## config.mk

```make
export PLATFORM = sky130hd
export DESIGN_NAME = cgra_array_ctrl
export DESIGN_NICKNAME = d
export VERILOG_FILES = /design/src/rtl/cgra_array_ctrl.sv
export SDC_FILE = /design/constraint.sdc
export NUM_CORES = 1
export LEC_CHECK = 0
export CAP_MARGIN = 10
export CORE_MARGIN = 4
export CORE_UTILIZATION = 42
export CTS_CLUSTER_SIZE = 8
export DETAILED_ROUTE_END_ITERATION = 10
export PLACE_DENSITY = 0.61
export SLEW_MARGIN = 10
export SYNTH_ARGS = -nofsm -noshare
export SYNTH_HDL_FRONTEND = slang
export SYNTH_SLANG_ARGS = --single-unit
```

## constraint.sdc

```tcl
create_clock -name Clk -period 4.2 [get_ports Clk]
set_clock_uncertainty 0.2 [all_clocks]
set_input_delay 0.84 -clock Clk [delete_from_list [all_inputs] [get_ports Clk]]
set_output_delay 0.84 -clock Clk [all_outputs]
set_load 0.02 [all_outputs]
```

## src/rtl/cgra_array_ctrl.sv

```systemverilog
// Execution sequencer for the 3x2 torus PE array: fetches instructions,
// keeps the array busy through fill/run/drain, and reports Done with cycle count.
module cgra_array_ctrl #(
    parameter int IADDR_WIDTH  = 10,
    parameter int FILL_CYCLES  = 2,
    parameter int DRAIN_CYCLES = 3,
    parameter int CNT_WIDTH    = 32
) (
    input  logic                   Clk,
    input  logic                   Resetn,
    input  logic                   Start,
    input  logic [IADDR_WIDTH:0]   Inst_Num,
    input  logic                   Stall,
    output logic [IADDR_WIDTH-1:0] Inst_Addr,
    output logic                   Inst_Rd_En,
    output logic                   PE_Array_Busy,
    output logic                   Done,
    output logic [CNT_WIDTH-1:0]   Cycle_Cnt
);

    localparam int NW     = IADDR_WIDTH + 1;
    localparam int PH_MAX = (FILL_CYCLES > DRAIN_CYCLES) ? FILL_CYCLES : DRAIN_CYCLES;
    localparam int PH_W   = (PH_MAX < 2) ? 1 : $clog2(PH_MAX + 1);
    localparam logic [NW-1:0] N_MAX = NW'(1) << IADDR_WIDTH;

    typedef enum logic [2:0] {IDLE, FILL, RUN, DRAIN, DONE} state_t;

    state_t                 state_q, state_d;
    logic [NW-1:0]          n_q, n_d;
    logic [NW-1:0]          issue_q, issue_d;
    logic [PH_W-1:0]        phase_q, phase_d;
    logic [IADDR_WIDTH-1:0] addr_q, addr_d;
    logic                   rd_en_q, rd_en_d;
    logic                   busy_q, busy_d;
    logic                   done_q, done_d;
    logic [CNT_WIDTH-1:0]   cyc_q, cyc_d;

    logic [NW-1:0]          n_clamp;
    logic [NW-1:0]          n_m1;
    logic [IADDR_WIDTH-1:0] last_addr;

    assign n_clamp   = (Inst_Num > N_MAX) ? N_MAX : Inst_Num;
    assign n_m1      = n_q - NW'(1);
    assign last_addr = n_m1[IADDR_WIDTH-1:0];

    always_comb begin
        state_d = state_q;
        n_d     = n_q;
        issue_d = issue_q;
        phase_d = phase_q;
        addr_d  = addr_q;
        rd_en_d = rd_en_q;
        busy_d  = busy_q;
        done_d  = done_q;
        cyc_d   = cyc_q;

        case (state_q)
            IDLE: begin
                busy_d  = 1'b0;
                rd_en_d = 1'b0;
                done_d  = 1'b0;
                if (Start) begin
                    n_d     = n_clamp;
                    addr_d  = '0;
                    cyc_d   = '0;
                    phase_d = '0;
                    issue_d = '0;
                    busy_d  = 1'b1;
                    if (n_clamp != '0) begin
                        rd_en_d = 1'b1;
                        state_d = (FILL_CYCLES == 0) ? RUN : FILL;
                    end else begin
                        state_d = DRAIN;
                    end
                end
            end
            FILL, RUN, DRAIN: begin
                if (Stall) begin
                    // Frozen cycle: nothing advances, array and fetch are gated off.
                    busy_d  = 1'b0;
                    rd_en_d = 1'b0;
                end else begin
                    busy_d = 1'b1;
                    if (cyc_q != '1) cyc_d = cyc_q + CNT_WIDTH'(1);
                    rd_en_d = 1'b0;
                    if (state_q != DRAIN && addr_q != last_addr) begin
                        addr_d  = addr_q + IADDR_WIDTH'(1);
                        rd_en_d = 1'b1;
                    end
                    if (state_q == FILL) begin
                        if (phase_q == PH_W'(FILL_CYCLES - 1)) begin
                            state_d = RUN;
                            phase_d = '0;
                        end else begin
                            phase_d = phase_q + PH_W'(1);
                        end
                    end else if (state_q == RUN) begin
                        if (issue_q == n_m1) begin
                            state_d = DRAIN;
                            phase_d = '0;
                        end else begin
                            issue_d = issue_q + NW'(1);
                        end
                    end else begin
                        if (phase_q == PH_W'(DRAIN_CYCLES - 1)) begin
                            state_d = DONE;
                            busy_d  = 1'b0;
                            done_d  = 1'b1;
                        end else begin
                            phase_d = phase_q + PH_W'(1);
                        end
                    end
                end
            end
            DONE: begin
                // Start must drop before another run can be accepted.
                if (!Start) begin
                    state_d = IDLE;
                    done_d  = 1'b0;
                end
            end
            default: state_d = IDLE;
        endcase
    end

    always_ff @(posedge Clk or negedge Resetn) begin
        if (!Resetn) begin
            state_q <= IDLE;
            n_q     <= '0;
            issue_q <= '0;
            phase_q <= '0;
            addr_q  <= '0;
            rd_en_q <= 1'b0;
            busy_q  <= 1'b0;
            done_q  <= 1'b0;
            cyc_q   <= '0;
        end else begin
            state_q <= state_d;
            n_q     <= n_d;
            issue_q <= issue_d;
            phase_q <= phase_d;
            addr_q  <= addr_d;
            rd_en_q <= rd_en_d;
            busy_q  <= busy_d;
            done_q  <= done_d;
            cyc_q   <= cyc_d;
        end
    end

    assign Inst_Addr     = addr_q;
    assign Inst_Rd_En    = rd_en_q;
    assign PE_Array_Busy = busy_q;
    assign Done          = done_q;
    assign Cycle_Cnt     = cyc_q;

endmodule

```

# ---- After elaboration in Yosys (flattened, before gate mapping)
# Index checks and enable logic that the tools add are counted.
dict set report op_classes {
  n_addsub 5
  multipliers 0
  div 0
  magnitude_cmp 1
  n_eq_ne 24
  shifts 0
  n_mux 50
  bitwise_logic 0
  reduce_logical 13
}
# cell count
set op_table {}
lappend op_table {{2-to-1 mux 32 bit} 3}
lappend op_table {{2-to-1 mux 11 bit} 6}
lappend op_table {{one-hot mux 32 bit (2 select lines)} 1}
lappend op_table {{adder 32 x 1 -> 32 bit (second input constant)} 1}
lappend op_table {{!= test 32 bit (second input constant)} 1}
lappend op_table {{2-to-1 mux 10 bit} 3}
lappend op_table {{2-to-1 mux 3 bit} 8}
lappend op_table {{one-hot mux 11 bit (2 select lines)} 1}
lappend op_table {{!= test 2 bit (second input constant)} 10}
lappend op_table {{one-hot mux 10 bit (2 select lines)} 1}
lappend op_table {{AND reduction 6 bit} 3}
lappend op_table {{2-to-1 mux 2 bit} 8}
lappend op_table {{2-to-1 mux 1 bit} 14}
lappend op_table {{!= test 4 bit (second input constant)} 3}
lappend op_table {{adder 11 x 1 -> 11 bit (second input constant)} 1}
lappend op_table {{equality test 11 bit} 1}
lappend op_table {{> comparator 11 bit (second input constant)} 1}
lappend op_table {{nonzero test 11 bit} 1}
lappend op_table {{subtractor 11 x 1 -> 11 bit (second input constant)} 1}
lappend op_table {{adder 10 x 1 -> 10 bit (second input constant)} 1}
lappend op_table {{!= test 10 bit} 1}
lappend op_table {{one-hot mux 3 bit (3 select lines)} 1}
lappend op_table {{AND reduction 4 bit} 2}
lappend op_table {{equality test 3 x 2 -> 1 bit (second input constant)} 2}
lappend op_table {{17 further kinds} 18}
dict set report word_totals {
  ff_bits 72
  latchBits 0
  ramBits 0
  rom_bits 0
  out_inout_bits 45
  word_cells 102
  memories 0
}

# ---- Longest topological paths before layout
# Gate-level depths: netlist (run 1).
dict set report depth {
  depth_word 7
  mapped_depth 13
  ltp_nobuf 9
}

# ---- Worst setup path before layout (run 1)
# No wires, ideal clock.
dict set report synth_timing {
  path_kind {reg-to-reg}
  from {reg n_q[0]}
  to {reg phase_q[1]}
  setup_ps 126
  t_arrival_ps 2830
  required_time_ps 3874
  slack_ps 1044
  stages_incl_launch_ff 12
  n_path_buf 2
  cell_sequence {dfrtp_1 > buf_6 > inv_1 > ha_1 > clkbuf_1 > nor2b_1 > nor2_1 > a311o_1 > or4_1 > a211o_1 > or3_1 > a311o_1}
}
dict set report synth_via {
  elab_chain_cells 4
}
# item line
set synth_lines {}
lappend synth_lines {{from (decl)} 29} ;# logic [NW-1:0] n_q, n_d;
lappend synth_lines {{from (signal assigned)} 139} ;# n_q <= n_d;
lappend synth_lines {{subtractor 11 x 1 -> 11 bit} 43} ;# assign n_m1 = n_q - NW'(1);
lappend synth_lines {{equality test 11 bit} 98} ;# if (issue_q == n_m1) begin
lappend synth_lines {{!= test 4 bit (no line)} --}
lappend synth_lines {{AND reduction 5 bit (no line)} --}
lappend synth_lines {{to (signal assigned)} 141} ;# phase_q <= phase_d;
lappend synth_lines {{to (decl)} 31} ;# logic [PH_W-1:0] phase_q, phase_d;
# No other way between the ends.
# A chain may end at the register's enable or synchronous reset.

# ---- Worst setup path after layout (run 1)
dict set report layout_timing {
  from {reg n_q[2]}
  to {reg addr_q[0] (netlist: Inst_Addr[0])}
}
dict set report layout_via {
  elab_chain_cells 5
}
# item line
set layout_lines {}
lappend layout_lines {{subtractor 11 x 1 -> 11 bit} 43}
lappend layout_lines {{!= test 10 bit} 86} ;# if (state_q != DRAIN && addr_q != last_addr) begin
lappend layout_lines {{logical AND 1 bit} 86}
lappend layout_lines {{!= test 2 bit (no line)} --}
lappend layout_lines {{AND reduction 4 bit (no line)} --}
lappend layout_lines {{to (signal assigned)} 142} ;# addr_q <= addr_d;
lappend layout_lines {{to (decl)} 32} ;# logic [IADDR_WIDTH-1:0] addr_q, addr_d;
# No other way between the ends.

==> results of run 1 <==
## logic make-up after synthesis
| family | after synthesis |
|---|---|
| buffers and inverters | 47 |
| adder cells (fa/ha/maj) | 6 |
| XOR/XNOR | 40 |
| multiplexers | 6 |
| AND/OR/NAND/NOR | 241 |
| flip-flops | 72 |
| AO/OA/AOI/OAI | 116 |
## worst min-delay path: stages, from the launching register on
cell	delay [ns]
dfrtp_1	0.38
nand2_1	0.06
nand2_1	0.05
## power by group
part           switching, W  internal (W)
Sequential         0.000270      0.000817
Clock              0.000275      0.000348
Combinational      0.000822      0.000633
## per-stage QoR
stage	cell area (sq um)	power, W
3_3_place_gp	5280	0.00254
5_1_grt	5500	0.00341
6_report	5500	0.00317
2_1_floorplan	4580	0.00212
4_1_cts	5500	0.00319
3_5_place_dp	5280	0.00256
## synth_stat cells, types with 3 or more instances
master | number | area share (%)
o21ai_0 | 31 | 3.4
nand2b_1 | 6 | 0.82
a21oi_1 | 25 | 2.7
nor4_1 | 9 | 1.2
inv_1 | 18 | 1.5
a31oi_1 | 3 | 0.41
a22o_1 | 6 | 1.1
dfrtp_1 | 72 | 39
nand3b_1 | 9 | 1.5
ha_1 | 6 | 1.6
nand2_1 | 36 | 3.0
nand4_1 | 20 | 2.7
or4_1 | 4 | 0.66
clkbuf_1 | 22 | 1.8
or3_1 | 16 | 2.2
o31ai_1 | 5 | 0.82
nor2b_1 | 10 | 1.4
a211oi_1 | 3 | 0.49
nor3_1 | 20 | 2.2
o31a_1 | 3 | 0.57
buf_2 | 4 | 0.44
nor2_1 | 49 | 4.0
a21boi_0 | 3 | 0.49
and3_1 | 5 | 0.68
and2_1 | 3 | 0.41
nand3_1 | 33 | 3.6
xor2_1 | 12 | 2.3
mux2i_1 | 5 | 1.1
or3b_2 | 4 | 0.77
a21o_1 | 7 | 1.1
and4_1 | 5 | 0.96
xnor2_1 | 27 | 5.2
## area by class of cell
class	count	area (sq um)
Fill cell	1014	4960
Sequential cell	72	1800
Inverter	18	67.6
Clock inverter	5	81.3
Tap cell	136	170
Multi-Input combinational cell	409	2580
Timing Repair Buffer	68	656
Clock buffer	10	138
## state kept, by name, summed over array words and instances, names as in the netlist
register	count
n_q	11
Done	1
issue_q	11
Inst_Addr	10
phase_q	2
Inst_Rd_En	1
state_q	3
Cycle_Cnt	32
PE_Array_Busy	1
## worst max path at each step
stage / from / endpoint / slack [ns] / cells after the start
2_1_floorplan: n_q[0] / phase_q[1] / 1.04 / 11
3_3_place_gp: Start / Inst_Addr[9] / 0.56 / 8
3_5_place_dp: Start / Inst_Addr[6] / 0.52 / 8
4_1_cts: n_q[0] / issue_q[0] / 0.77 / 9
5_1_grt: n_q[2] / Inst_Addr[9] / 0.38 / 8
6_report: n_q[2] / Inst_Addr[0] / 0.74 / 8
## metal layers
| layer | wire length (um) | vias up | part of all wire (%) |
|---|---|---|---|
| li1 | - | 2031 | - |
| met1 | 5940 | 2052 | 48 |
| met2 | 5850 | 84 | 47 |
| met3 | 555 | 11 | 4.5 |
| met4 | 113 | 0 | 0.91 |
| met5 | 0 | - | 0 |
==> out/metrics.cfg, run 1 <==
[global_routing]
grtUsageMet1_pct = 28.0
busiest_layer = met2
grt_pass1_vias = 4016
grt_max_degree = 73
use_met2_pct = 32.2
grt_pass1_wl_um = 20700
grt_overflow_total = 0
grtUsageTotal_pct = 20.1
gr-usage-met3_pct = 4.74
antenna_found_initial = 0

[floorplan]
fp.dieW_um = 112
fp.dieH_um = 112
core_sq_um = 10500
start_util_pct = 43.7
rows = 37
dieArea_sq_um = 12600
io_pins = 60

[logic_synthesis]
syn_area_sq_um = 4580
synth_top_family_by_area = simple AND/OR/NAND/NOR gates
synthArstFlopShare_pct = 100
ys_seq_area_share_pct = 39.4
synthMuxAreaShare_pct = 1.34
syn_nets = 549
synth-simple-area-share_pct = 28.5
syn_area_per_cell_sq_um = 8.67
synthFlopType = dfrtp_1
synth_cell_type_count = 67
synth_warnings = 0
yosys.area_share.adder_pct = 1.64
synth-xor-area-share_pct = 7.96
postSynthCellCount = 528
synth-compound-area-share_pct = 16.9
ys_ff_latch = 72
synth-edff-count = 0

[placed_design]
gp_congestion = 0.886
hpwl_um = 8940
port_buffers = 59
dp.cells = 703
pre_cts_ws_ns = 0.515

[sta]
setup_viol = 0
slew_headroom_pct = 36.8
drv_slew = 0
worst_slew_pin_slew_ns = 0.948
period_minus_slack_ns = 3.46
hold_viol_final = 0
hold_slack_ns = 0.315
fin_crit_sh_pct = 82.3
fin_ws_ns = 0.742
rsz0062_at_grt = false
finalSetupTns_ns = 0
max_freq_mhz = 289

[critical_path]
r2r_slack_ns = 0.74
cpPeakStageDelay_ns = 0.72
r2r_cells = 8
rr_endpoint = Inst_Addr[0]
r2r-start = n_q[2]
cp_cell_sequence = nor4_1, nand2_1, o21ai_0, o2111ai_1, o31ai_1, buf_4, nor3_1, a21o_1
cp.arrival_ns = 3.48
crit_fanout = 12
cpMaxStageDelayCell = o31ai_1
crit_type = register to register
start_kind = register
cpLargestDelayFamily = compound AO/OA/AOI/OAI gates
cp.buffers_inverters = 1
cp-end-kind = register
cp.required_ns = 4.23

[cts]
cts_buffer_depth = 2
cts_sinks = 72
htreeDepth = 3
cts_hold_buffers = 0
cts_resized = 0
root_buffer = clkbuf_8
clock_latency_ns = 0.35
cts_tree = built
cts_setup_buffers = 0
numCtsBuffers = 9
cts.clk_slew.worst_paths_ns = 0.09

[worst_hold_path]
whs_path_depth = 2
min_from = Done
hold_class = register to register
holdPathEnd = Done

[run]
drv_cap = 0

[power_and_ir_drop]
peakVddDrop_v = 0.000268
p_leak_nw = 2.18
power_density_nw_per_um2 = 576

[final_layout]
nets = 599
drive_gt1_share_pct = 7.39
layout_common_cells = dfrtp_1, clkdlybuf4s50_1, nor2_1
final_cell_count_no_fill = 718
diodes = 0
fin_util_pct = 52.6
mostFrequentLayoutCell = dfrtp_1
area_delta_synth_final_pct = 20.2

[route]
vias = 4178
initialDrtViolationCount = 225
ant_nets = 0
dr.pass1.iters = 4
wl_per_cell_um = 17.4
routed_wl_um = 12500
drc_errors = 0
via_per_inst = 5.82

[outcome]
outcome = complete, no violations

Note: power is estimated with default switching activity, not from simulation.
==> run 2, diff against run 1 <==
clock period = 3.2 ns   (was 4.2 ns; I/O delays follow)
==> run 2 against run 1 <==
Combinational power increased by 88%; design area increased by 8.2%; first-iteration DRC count rose by 47%; flip-flop and latch count is the same; hold slack worse by 0.12 ns; critical path type unchanged; critical endpoint is now phase_q[1].
==> out/metrics.cfg, run 2 (synthesis gave the netlist of run 1 again) <==
[floorplan]
fp.dieH_um = 112
core_sq_um = 10500
fp.dieW_um = 112
rows = 37
start_util_pct = 43.7
io_pins = 60
dieArea_sq_um = 12600

[final_layout]
largest_reg_flops = 32
design_area_sq_um = 5950
area_delta_synth_final_pct = 30.1
multi_input_area_sq_um = 2650
fin_util_pct = 56.9
layout_common_cells = dfrtp_1, clkdlybuf4s50_1, buf_4
mostFrequentLayoutCell = dfrtp_1
diodes = 0
seq_area_sq_um = 1800
nFillCells = 950
nets = 651
drive_gt1_share_pct = 16.6

[cts]
numCtsBuffers = 9
cts_tree = built
cts.clk_slew.worst_paths_ns = 0.08
cts_sinks = 72
htreeDepth = 3
root_buffer = clkbuf_8
cts_buffer_depth = 2
clock_latency_ns = 0.37

[placed_design]
pre_cts_ws_ns = -0.104
hpwl_um = 9340
gp_congestion = 0.902
port_buffers = 59
place_area_sq_um = 5690

[power_and_ir_drop]
p_leak_nw = 2.43
internal_power_w = 0.00270
power_density_nw_per_um2 = 789
power_frac_comb_pct = 58.1
swShare_pct = 42.5
pwr-share-clk_pct = 14.2
peakVddDrop_v = 0.000333
power.switching_w = 0.00199
seqPwrFrac_pct = 27.6
power_w = 0.00470

[critical_path]
cpPeakStageDelay_ns = 0.58
crit_fanout = 7
crit_type = register to register
cpLargestDelayFamily = simple AND/OR/NAND/NOR gates
cp.depth = 8
r2r_slack_ns = 0.17
cp_cell_sequence = buf_6, or4_4, o21ai_2, nand4_1, or4_4, a211o_1, or3_4, a311o_1
r2r_cells = 8
cp-end-kind = register
cp.buffers_inverters = 1
start_kind = register
cp_common_cell = or4_4
cp.required_ns = 3.25
cpMaxStageDelayCell = or4_4
cp.arrival_ns = 3.09

[route]
drc_errors = 0
initialDrtViolationCount = 330
via_per_inst = 5.67
wl_per_cell_um = 16.8
routed_wl_um = 13000
dr.pass1.iters = 4
ant_nets = 0
vias = 4367

[sta]
max_freq_mhz = 330
drv_slew = 0
worst_slew_pin_slew_ns = 0.935
fin_crit_sh_pct = 94.8
slew_headroom_pct = 37.6
rsz0062_at_grt = false
setup_viol = 0
period_minus_slack_ns = 3.03
hold_viol_final = 0
fin_ws_ns = 0.165

[global_routing]
antenna_found_initial = 0
grt_overflow_total = 0
grt_pass1_vias = 4278
grtUsageTotal_pct = 21.2
grt_max_degree = 73
grt_pass1_wl_um = 21700

[worst_hold_path]
hold_class = input port to async pin

[run]
drv_cap = 0

[outcome]
outcome = complete, no violations

run 2: cell types whose count changed in the layout (fill, tap and decap cells not counted), moves of 2 or more:
cell       delta
bufinv_16     -2
buf_4        +48
buf_12        +3
o21ai_0       -2
run 2: stage by stage:
stage	setup TNS (ns)	std cells	hold WS, ns
after global placement	-0.232	752	0.279
after global routing	0	770	0.281
after detailed placement	-0.381	752	0.284
after floorplan	0	528	0.144
final	0	770	0.192
after CTS	0	767	0.256
run 2: cell type report:
| type | count | share of cell area [%] |
|---|---|---|
| Multi-Input combinational cell | 409 | 44.6 |
| Inverter | 18 | 1.14 |
| Timing Repair Buffer | 120 | 18.3 |
| Clock inverter | 5 | 0.568 |
| Clock buffer | 10 | 2.31 |
| Sequential cell | 72 | 30.3 |
| Tap cell | 136 | 2.86 |
run 2: timing repair:
action / in CTS / in global routing
hold buffers: 0 / 0
gates resized for setup: 2 / 14
endpoints found under the setup margin: 5 / 24
cloned: 0 / 0
buffers inserted: 0 / 3
pin swaps: 0 / 7
run 2: routing by layer:
metal  global-route usage (%)  share of wire (%)
met2                     31.7                 45
met4                     8.17                2.7
met5                        0                  0
met1                     29.6                 47
met3                     5.18                5.0
run 2: worst register-to-register path, delay by kind of cell, from the launching register on:
family	cells	cell delay, ns
simple gates	4	1.54
flops	1	0.40
buf+inv	1	0.14
compound gates	3	0.64
run 2: final timing paths:
check	to	start
worst min register to register	Done	Done
worst min-delay path	n_q[6]	Resetn
min in group Clk	Done	Done
max in group asynchronous	issue_q[8]	Resetn
worst max-delay path	phase_q[1]	n_q[0]
worst max register to register	phase_q[1]	n_q[0]
run 2: power by group through the flow:
stage	sequential, W	clock [W]	combinational (W)
2_1_floorplan	0.00130	0	0.00148
3_3_place_gp	0.00130	0	0.00252
3_5_place_dp	0.00131	0	0.00254
4_1_cts	0.00129	0.000686	0.00257
5_1_grt	0.00133	0.000726	0.00301
6_report	0.00130	0.000668	0.00273
